<file path="src/rtl/dp_share_arbiter_if.sv">
// Bundles the requester, response and shared-datapath signals of dp_share_arbiter.
// No latency of its own: wires only.
// Backpressure: request valid/ready per requester, response valid/ready.
interface dp_share_arbiter_if;
    logic        req0_valid;
    logic        req0_ready;
    logic [63:0] req0_ops;
    logic        req1_valid;
    logic        req1_ready;
    logic [63:0] req1_ops;
    logic        rsp_valid;
    logic        rsp_ready;
    logic        rsp_id;
    logic [33:0] rsp_data;
    logic [15:0] dp_in1;
    logic [15:0] dp_in2;
    logic [15:0] dp_in3;
    logic [15:0] dp_in4;
    logic [33:0] dp_out1;
    logic        busy;

    // Requesters, response consumer and datapath result as seen from outside the arbiter
    modport master (
        output req0_valid, req0_ops, req1_valid, req1_ops, rsp_ready, dp_out1,
        input  req0_ready, req1_ready, rsp_valid, rsp_id, rsp_data,
        input  dp_in1, dp_in2, dp_in3, dp_in4, busy
    );

    // The arbiter itself
    modport slave (
        input  req0_valid, req0_ops, req1_valid, req1_ops, rsp_ready, dp_out1,
        output req0_ready, req1_ready, rsp_valid, rsp_id, rsp_data,
        output dp_in1, dp_in2, dp_in3, dp_in4, busy
    );
endinterface

</file>
<file path="src/rtl/dp_share_arbiter.sv">
// Round-robin share of one combinational 4-operand datapath between two requesters.
// Latency: rsp_valid rises WAIT_CYCLES cycles after accept; one bubble cycle after response.
// Backpressure: requests wait in IDLE-only accept; response held indefinitely until rsp_ready.
module dp_share_arbiter #(
    parameter int WAIT_CYCLES = 2   // operand launch to result capture, legal 1..15
) (
    input  logic               clk,
    input  logic               rst,
    dp_share_arbiter_if.slave  bus
);

    typedef enum logic [1:0] {IDLE, SETTLE, RESP} state_t;

    typedef struct packed {
        logic [15:0] a;
        logic [15:0] b;
        logic [15:0] c;
        logic [15:0] d;
    } ops_t;

    localparam logic [3:0] CNT_INIT = 4'(WAIT_CYCLES - 1);

    state_t state;
    state_t state_nxt;
    logic [3:0] cnt;
    logic       last;
    logic       grant;
    logic       rdy0;
    logic       rdy1;
    logic       accept;
    ops_t       ops_sel;

    // Round-robin pick: a lone requester wins, on a tie the one not served last wins
    always_comb begin
        grant = 1'b0;
        if (bus.req0_valid && bus.req1_valid)
            grant = ~last;
        else if (bus.req1_valid)
            grant = 1'b1;
    end

    // Readies gated by rst so they drop the moment reset asserts, not at the next edge
    assign rdy0    = ~rst & (state == IDLE) & ~grant & bus.req0_valid;
    assign rdy1    = ~rst & (state == IDLE) &  grant & bus.req1_valid;
    assign accept  = rdy0 | rdy1;
    assign ops_sel = grant ? ops_t'(bus.req1_ops) : ops_t'(bus.req0_ops);

    assign bus.req0_ready = rdy0;
    assign bus.req1_ready = rdy1;
    assign bus.busy       = (state != IDLE);

    // State register
    always_ff @(posedge clk or posedge rst) begin
        if (rst)
            state <= IDLE;
        else
            state <= state_nxt;
    end

    // Next-state: accept -> settle countdown -> hold response until consumed
    always_comb begin
        state_nxt = state;
        case (state)
            IDLE:    if (accept)        state_nxt = SETTLE;
            SETTLE:  if (cnt == 4'd0)   state_nxt = RESP;
            RESP:    if (bus.rsp_ready) state_nxt = IDLE;
            default:                    state_nxt = IDLE;
        endcase
    end

    // Operand launch, settle counter, result capture and response handshake
    always_ff @(posedge clk or posedge rst) begin
        if (rst) begin
            cnt          <= 4'd0;
            last         <= 1'b1;
            bus.dp_in1   <= 16'd0;
            bus.dp_in2   <= 16'd0;
            bus.dp_in3   <= 16'd0;
            bus.dp_in4   <= 16'd0;
            bus.rsp_valid <= 1'b0;
            bus.rsp_id   <= 1'b0;
            bus.rsp_data <= 34'd0;
        end else begin
            case (state)
                IDLE: begin
                    if (accept) begin
                        bus.dp_in1 <= ops_sel.a;
                        bus.dp_in2 <= ops_sel.b;
                        bus.dp_in3 <= ops_sel.c;
                        bus.dp_in4 <= ops_sel.d;
                        bus.rsp_id <= grant;
                        last       <= grant;
                        cnt        <= CNT_INIT;
                    end
                end
                SETTLE: begin
                    if (cnt != 4'd0) begin
                        cnt <= cnt - 4'd1;
                    end else begin
                        bus.rsp_data  <= bus.dp_out1;
                        bus.rsp_valid <= 1'b1;
                    end
                end
                RESP: begin
                    if (bus.rsp_ready)
                        bus.rsp_valid <= 1'b0;
                end
                default: ;
            endcase
        end
    end

endmodule

</file>
<file path="src/flat_wrapper.sv">
// flat-port wrapper written by rule: the top's interface ports become plain ports
module dp_share_arbiter_flat 
#(
    parameter int WAIT_CYCLES = 2                                                   
)
  (clk, rst, bus_req0_valid, bus_req0_ops, bus_req1_valid, bus_req1_ops, bus_rsp_ready, bus_dp_out1, bus_req0_ready, bus_req1_ready, bus_rsp_valid, bus_rsp_id, bus_rsp_data, bus_dp_in1, bus_dp_in2, bus_dp_in3, bus_dp_in4, bus_busy);
  dp_share_arbiter_if bus_i ();
  input  logic clk;
  input  logic rst;
  input wire logic [$bits(bus_i.req0_valid)-1:0] bus_req0_valid;
  input wire logic [$bits(bus_i.req0_ops)-1:0] bus_req0_ops;
  input wire logic [$bits(bus_i.req1_valid)-1:0] bus_req1_valid;
  input wire logic [$bits(bus_i.req1_ops)-1:0] bus_req1_ops;
  input wire logic [$bits(bus_i.rsp_ready)-1:0] bus_rsp_ready;
  input wire logic [$bits(bus_i.dp_out1)-1:0] bus_dp_out1;
  output wire logic [$bits(bus_i.req0_ready)-1:0] bus_req0_ready;
  output wire logic [$bits(bus_i.req1_ready)-1:0] bus_req1_ready;
  output wire logic [$bits(bus_i.rsp_valid)-1:0] bus_rsp_valid;
  output wire logic [$bits(bus_i.rsp_id)-1:0] bus_rsp_id;
  output wire logic [$bits(bus_i.rsp_data)-1:0] bus_rsp_data;
  output wire logic [$bits(bus_i.dp_in1)-1:0] bus_dp_in1;
  output wire logic [$bits(bus_i.dp_in2)-1:0] bus_dp_in2;
  output wire logic [$bits(bus_i.dp_in3)-1:0] bus_dp_in3;
  output wire logic [$bits(bus_i.dp_in4)-1:0] bus_dp_in4;
  output wire logic [$bits(bus_i.busy)-1:0] bus_busy;
  assign bus_i.req0_valid = bus_req0_valid;
  assign bus_i.req0_ops = bus_req0_ops;
  assign bus_i.req1_valid = bus_req1_valid;
  assign bus_i.req1_ops = bus_req1_ops;
  assign bus_i.rsp_ready = bus_rsp_ready;
  assign bus_i.dp_out1 = bus_dp_out1;
  assign bus_req0_ready = bus_i.req0_ready;
  assign bus_req1_ready = bus_i.req1_ready;
  assign bus_rsp_valid = bus_i.rsp_valid;
  assign bus_rsp_id = bus_i.rsp_id;
  assign bus_rsp_data = bus_i.rsp_data;
  assign bus_dp_in1 = bus_i.dp_in1;
  assign bus_dp_in2 = bus_i.dp_in2;
  assign bus_dp_in3 = bus_i.dp_in3;
  assign bus_dp_in4 = bus_i.dp_in4;
  assign bus_busy = bus_i.busy;
  dp_share_arbiter #(.WAIT_CYCLES(WAIT_CYCLES)) u_core (.clk(clk), .rst(rst), .bus(bus_i));
endmodule
</file>
<file path="config.mk">
export PLATFORM = sky130hd
export DESIGN_NAME = dp_share_arbiter_flat
export DESIGN_NICKNAME = d
export VERILOG_FILES = /design/src/rtl/dp_share_arbiter_if.sv /design/src/rtl/dp_share_arbiter.sv /design/src/flat_wrapper.sv
export SDC_FILE = /design/constraint.sdc
export NUM_CORES = 1
export LEC_CHECK = 0
export ABC_AREA = 1
export CAP_MARGIN = 15
export CORE_ASPECT_RATIO = 0.8
export CORE_MARGIN = 2
export CORE_UTILIZATION = 35
export DETAILED_ROUTE_END_ITERATION = 8
export PLACE_DENSITY = 0.81
export SYNTH_ARGS = -nofsm -noshare
export SYNTH_HDL_FRONTEND = slang
export SYNTH_SLANG_ARGS = --single-unit
</file>
<file path="constraint.sdc">
create_clock -name clk -period 9.3 [get_ports clk]
set_clock_uncertainty 0.1 [all_clocks]
set_input_delay 1.86 -clock clk [delete_from_list [all_inputs] [get_ports clk]]
set_output_delay 1.86 -clock clk [all_outputs]
set_load 0.05 [all_outputs]
</file>
==> results of run 1 <==
-- cell usage after synthesis (all sizes together) --
| master | number | share of area (%) |
|---|---|---|
| inv | 43 | 3.2 |
| nor2 | 10 | 0.95 |
| dfstp | 1 | 0.52 |
| nor3 | 1 | 0.099 |
| buf | 24 | 3.3 |
| o31ai | 1 | 0.15 |
| o21ai | 35 | 3.6 |
| ha | 2 | 0.50 |
| dfrtp | 106 | 53 |
| nand3 | 6 | 0.70 |
| clkbuf | 10 | 0.75 |
| nand2 | 440 | 33 |
| nand4 | 4 | 0.50 |
-- final timing paths --
| path | slack [ns] | to |
|---|---|---|
| min in group asynchronous | 1.84 | u_core.bus.rsp_data[12] |
| max reg2reg | 7.14 | u_core.bus.dp_in3[11] |
| min reg2reg | 0.37 | u_core.last |
| min | 0.37 | u_core.last |
| max | 3.24 | bus_req0_ready |
| max in group asynchronous | 5.94 | u_core.bus.dp_in4[6] |
-- cells by family (layout without fill, tap and decap cells) --
family	count (synthesis)	after routing
buf+inv	77	333
fa+ha+maj	2	2
flops	107	107
compound gates	36	36
simple gates	461	461
-- final cells by class --
cell class / instances / area share (%)
Timing Repair Buffer: 274 / 33.96
Multi-Input combinational cell: 499 / 24.63
Sequential cell: 107 / 33.01
Clock buffer: 10 / 2.945
Clock inverter: 6 / 0.6014
Inverter: 43 / 2.020
Tap cell: 184 / 2.837
-- power breakdown --
part | internal [mW] | switching [mW] | total [mW]
Sequential | 0.694 | 0.121 | 0.815
Combinational | 0.575 | 1.21 | 1.79
Clock | 0.192 | 0.173 | 0.365
-- state kept, by name (all words and copies together), names as in the netlist, 2 cells and up --
name / cells
u_core.bus.dp_in1: 16
u_core.bus.dp_in2: 16
u_core.bus.dp_in3: 16
u_core.bus.dp_in4: 16
u_core.bus.rsp_data: 34
u_core.cnt: 4
u_core.state: 2
-- cell usage in the layout, fill, tap and decap left out --
cell type / n
nand3_2: 1
clkinv_2: 1
nand2_1: 436
clkdlybuf4s50_1: 269
nor3_1: 1
nand2_4: 1
inv_1: 39
dfrtp_1: 106
ha_1: 2
nand4_1: 4
inv_4: 1
clkinv_4: 3
nor2_4: 1
clkbuf_8: 1
nor2_2: 1
o21ai_1: 3
buf_4: 3
clkbuf_16: 9
nor2_1: 8
o21ai_4: 1
buf_12: 2
inv_2: 3
o21ai_0: 31
nand2_2: 3
inv_6: 2
nand3_1: 5
dfstp_2: 1
o31ai_1: 1
-- per-stage QoR --
| stage | worst slack (ns) | cell area (µm²) | utilization (%) | hold slack (ns) |
|---|---|---|---|---|
| finish | 3.238 | 8114 | 57.34 | 0.3694 |
| global route | 3.060 | 8114 | 57.34 | 0.3873 |
| CTS | 2.708 | 8074 | 57.06 | 0.3708 |
| detailed placement | 2.716 | 7786 | 55.02 | 0.3571 |
| global placement | 2.756 | 7786 | 55.02 | 0.3527 |
| floorplan | 1.629 | 5030 | - | 0.3441 |
-- per-layer routing --
layer / GRT usage, % / vias up / share of wire [%]
li1: - / 2547 / -
met1: 22.45 / 2166 / 44
met2: 32.44 / 173 / 47
met3: 7.084 / 10 / 8.1
met4: 4.694 / 0 / 0.95
met5: 0 / - / 0
-- worst register-to-register path, delay by kind of cell (launching register included) --
kind | cells | cell delay, ns
buf+inv | 2 | 0.66
flops | 1 | 0.53
simple gates | 4 | 0.40
compound gates | 1 | 0.40
==> impl_metrics.csv, run 1 <==
group,metric,value,unit
placement,dp_cells,1105,
sta,max_freq,165.0,MHz
clock_network,postCtsResizedCells,0,
grt,grt_overflow_total,0,
setup_path,rr_worst_depth,7,
clock_network,htreeDepth,3,
synth,synth_adder_area_share,0.4975,%
clock_network,clock-sinks,107,
worst_hold_path,hold_depth,2,
sta,period_share,65.18,%
grt,first_global_vias,4841,
sta,rsz0062_at_grt,"no",
route,avgRoutedWirePerCell,12.73,µm
setup_path,cp.depth,5,
setup_path,r2r-start,"u_core.last",
grt,grt_max_degree,73,
clock_network,cts_tree,"done",
die,die_h,111.2,µm
sta,final_hold_viol_count,0,
final_layout,seq_area,2679,µm²
grt,grtUsageTotal,18.89,%
route,viasPerCell,4.360,
setup_path,worstSetupPathType,"input pin to output port",
final_layout,fin_cells,1123,
clock_network,cts_hold_buffers,0,
sta,finalSetupTns,0,ns
final_layout,fillCellCount,1315,
synth,synthXorXnorAreaFrac,0,%
final_layout,multiInputGateArea,1998,µm²
clock_network,cts_buffers,9,
synth,synth_cell_types,22,
setup_path,cp-startpoint,"rst",
die,die_w,138.0,µm
power_and_ir_drop,powerDensity,366.0,nW/µm²
synth,syn_avg_cell_area,7.364,µm²
die,start_util,35.54,%
placement,hpwl,10.23,mm
flow_run,maxCapViolations,0,
die,coreArea,14150,µm²
worst_hold_path,min-delay-start,"u_core.last",
grt,grt_pass1_wl,23.68,mm
setup_path,cpMostUsedCell,"clkdlybuf4s50_1",
setup_path,cpLargestDelayFamily,"buffers and inverters",
placement,io_buffers,269,
worst_hold_path,min_path_type,"flop to flop",
clock_network,root_buffer,"clkbuf_16",
clock_network,clockBufferDepth,2,
route,postRouteAntennaNets,0,
die,die_area,15350,µm²
final_layout,nets,1103,
synth,synth_top_family_by_area,"simple AND/OR/NAND/NOR gates",
die,fp-row-count,39,
synth,synth.area.mux_share,0,%
synth,syn_nets,852,
sta,worst_slew_pin_slew,0.9402,ns
clock_network,path_clk_slew,0.07,ns
setup_path,end_kind,"output port",
route,drt_iter0_markers,286,
setup_path,start_kind,"input pin",
synth,synthCells,683,
setup_path,critPathMaxFanout,37,
route,first_pass_iters,4,
run_status,status,"finished clean",
setup_path,worstPathRequired,7.34,ns
sta,drv_slew,0,
sta,setup_violations,0,
placement,gp_congestion,0.8073,
sta,post-route-min-period,6.062,ns
synth,yosys.area_share.simple,35.32,%
power_and_ir_drop,vdd_drop_max,0.1901,mV
synth,synth-compound-area-share,3.706,%
final_layout,drive_gt1_share,3.621,%
setup_path,cp_slowest_cell,"clkdlybuf4s50_1",
route,num_vias,4896,
setup_path,crit_path_max_incr_delay,0.84,ns
route,wl,14.29,mm
sta,slew_headroom,37.32,%
clock_network,post-cts-setup-buffer-count,0,
setup_path,worstPathArrival,4.10,ns
synth,synth_seq_cells,107,
setup_path,timing.critical_path.buf_inv,3,
grt,antenna_found_initial,0,
clock_network,clk-insertion-delay-late,0.33,ns
die,boundaryPins,270,
synth,synth.yosys.seq_area_share,53.26,%
synth,synth_warnings,0,
power_and_ir_drop,p_leak,4.145,nW
route,drcViolationCount,0,
final_layout,area_growth,61.32,%
power_and_ir_drop,power,2.969,mW
final_layout,diodes,0,
synth,synth_area,5030,µm²
setup_path,worstPathCellList,"clkdlybuf4s50_1, inv_4, nand3_1, nor2_1, clkdlybuf4s50_1",
Note: power is estimated with default switching activity, not from simulation.
==> run 2: changes to the inputs <==
clock period = 5.9 ns   (was 9.3 ns; I/O delays follow)
==> impl_metrics.csv, run 2 (same netlist as run 1, synthesis figures left out) <==
group,metric,value,unit
run_status,status,"finished clean",
placement,hpwl,10.47,mm
die,fp-row-count,39,
final_layout,fin_area,8119,µm²
grt,grt_pass1_wl,23.83,mm
power_and_ir_drop,combPwrFrac,59.9,%
sta,drv_slew,0,
clock_network,postCtsResizedCells,0,
power_and_ir_drop,power_switching,2.391,mW
placement,placed_area,7802,µm²
route,postRouteAntennaNets,0,
worst_hold_path,hold_depth,2,
power_and_ir_drop,power,4.696,mW
sta,setup_violations,0,
power_and_ir_drop,vdd_drop_max,0.3373,mV
placement,post-place-ws,1.147,ns
worst_hold_path,min_path_type,"flop to flop",
sta,post-route-min-period,4.731,ns
final_layout,drive_gt1_share,3.723,%
clock_network,cts_hold_buffers,0,
final_layout,diodes,0,
route,drt_iter0_markers,172,
die,die_w,138.0,µm
setup_path,critPathMaxFanout,30,
die,boundaryPins,270,
clock_network,htreeDepth,3,
route,wl,14.28,mm
placement,gp_congestion,0.7885,
die,coreArea,14150,µm²
grt,antenna_found_initial,0,
sta,period_share,80.18,%
final_layout,top_register,"u_core.bus.rsp_data",
power_and_ir_drop,switching_share,50.92,%
route,avgRoutedWirePerCell,12.71,µm
final_layout,layout_commonest_cell,"nand2_1",
clock_network,root_buffer,"clkbuf_16",
setup_path,timing.rr.end,"u_core.bus.dp_in4[2]",
setup_path,worstSetupPathType,"input pin to output port",
route,viasPerCell,4.329,
final_layout,multiInputGateArea,1998,µm²
route,first_pass_iters,6,
clock_network,cts_tree,"done",
worst_hold_path,whs_endpoint,"u_core.bus.dp_in3[8]",
clock_network,clk-insertion-delay-late,0.35,ns
setup_path,reg2reg_setup_slack,3.55,ns
setup_path,end_kind,"output port",
power_and_ir_drop,power.share.clock,12.7,%
grt,grt_max_degree,71,
flow_run,maxCapViolations,0,
setup_path,r2r-start,"u_core.last",
sta,max_freq,211.4,MHz
placement,io_buffers,269,
grt,grt_overflow_total,0,
power_and_ir_drop,p_leak,4.145,nW
setup_path,worstPathArrival,3.45,ns
final_layout,area_growth,61.42,%
power_and_ir_drop,powerDensity,578.3,nW/µm²
die,die_area,15350,µm²
clock_network,clock-sinks,107,
grt,grtUsageTotal,19.05,%
final_layout,nets,1104,
power_and_ir_drop,p_int,2.305,mW
route,num_vias,4866,
final_layout,fillCellCount,1285,
sta,slew_headroom,49.67,%
grt,first_global_vias,4744,
die,start_util,35.54,%
die,die_h,111.2,µm
worst_hold_path,min-delay-start,"u_core.bus.dp_in3[8]",
sta,fin_ws,1.170,ns
route,drcViolationCount,0,
sta,final_hold_viol_count,0,
final_layout,largest_register_ffs,34,
final_layout,final_cell_mix,"nand2_1 (436), clkdlybuf4s50_1 (269), dfrtp_1 (106), inv_1 (39), o21ai_0 (31)",
sta,finalSetupTns,0,ns
sta,worst_slew_pin_slew,0.7550,ns
final_layout,seq_area,2679,µm²
clock_network,post-cts-setup-buffer-count,0,
setup_path,start_kind,"input pin",
setup_path,worstPathRequired,4.62,ns
clock_network,cts_buffers,9,
sta,rsz0062_at_grt,"no",
clock_network,clockBufferDepth,2,
clock_network,path_clk_slew,0.07,ns
power_and_ir_drop,pwr-share-seq,27.5,%
setup_path,rr_worst_depth,7,
## run 2: cell count changes in the layout (fill, tap and decap cells not counted), sizes merged
cell and delta:
buf +1, clkinv -1, clkinvlp +1
## run 2: per-stage QoR
step	hold slack (ns)	instances	utilization (%)
finish	0.3704	1124	57.37
global route	0.3899	1124	57.37
CTS	0.3757	1123	57.23
detailed placement	0.3577	1107	55.14
global placement	0.3533	1107	55.14
floorplan	0.3441	683	-
## run 2: power by group through the flow
| stage | logic (mW) | registers [mW] | clock network [mW] |
|---|---|---|---|
| 2_1_floorplan | 0.707 | 2.44 | 0 |
| 3_3_place_gp | 2.79 | 1.29 | 0 |
| 3_5_place_dp | 2.83 | 1.30 | 0 |
| 4_1_cts | 2.83 | 1.29 | 0.615 |
| 5_1_grt | 3.00 | 1.34 | 0.646 |
| 6_report | 2.81 | 1.29 | 0.594 |
## run 2: critical path: stages
cell and delay [ns]:
clkdlybuf4s50_1 0.53, nand2_1 0.14, nand2_2 0.06, inv_2 0.39, nand2_2 0.22, inv_1 0.10, clkdlybuf4s50_1 0.82
## run 2: cell type report
cell class | count | share of cell area, %
Clock buffer | 10 | 2.943
Tap cell | 184 | 2.836
Multi-Input combinational cell | 499 | 24.61
Timing Repair Buffer | 275 | 33.87
Sequential cell | 107 | 32.99
Clock inverter | 6 | 0.7089
Inverter | 43 | 2.034
## run 2: worst max-delay path by stage
| stage | from | end | slack (ns) | cells after the start |
|---|---|---|---|---|
| global placement | bus_req0_valid | bus_req1_ready | 1.18 | 7 |
| CTS | bus_req0_valid | bus_req1_ready | 1.15 | 7 |
| global route | bus_req0_valid | bus_req1_ready | 1.05 | 7 |
| floorplan | rst | bus_req0_ready | 0.86 | 3 |
| detailed placement | bus_req0_valid | bus_req1_ready | 1.15 | 7 |
| finish | bus_req0_valid | bus_req1_ready | 1.17 | 7 |
## run 2: per-layer routing
layer  vias to the layer above  global-route usage [%]  part of all wire, %
met4                         0                   4.082                 0.88
met5                         -                       0                    0
met1                      2139                   23.89                   44
li1                       2541                       -                    -
met3                         9                   6.695                  7.5
met2                       177                   31.91                   48
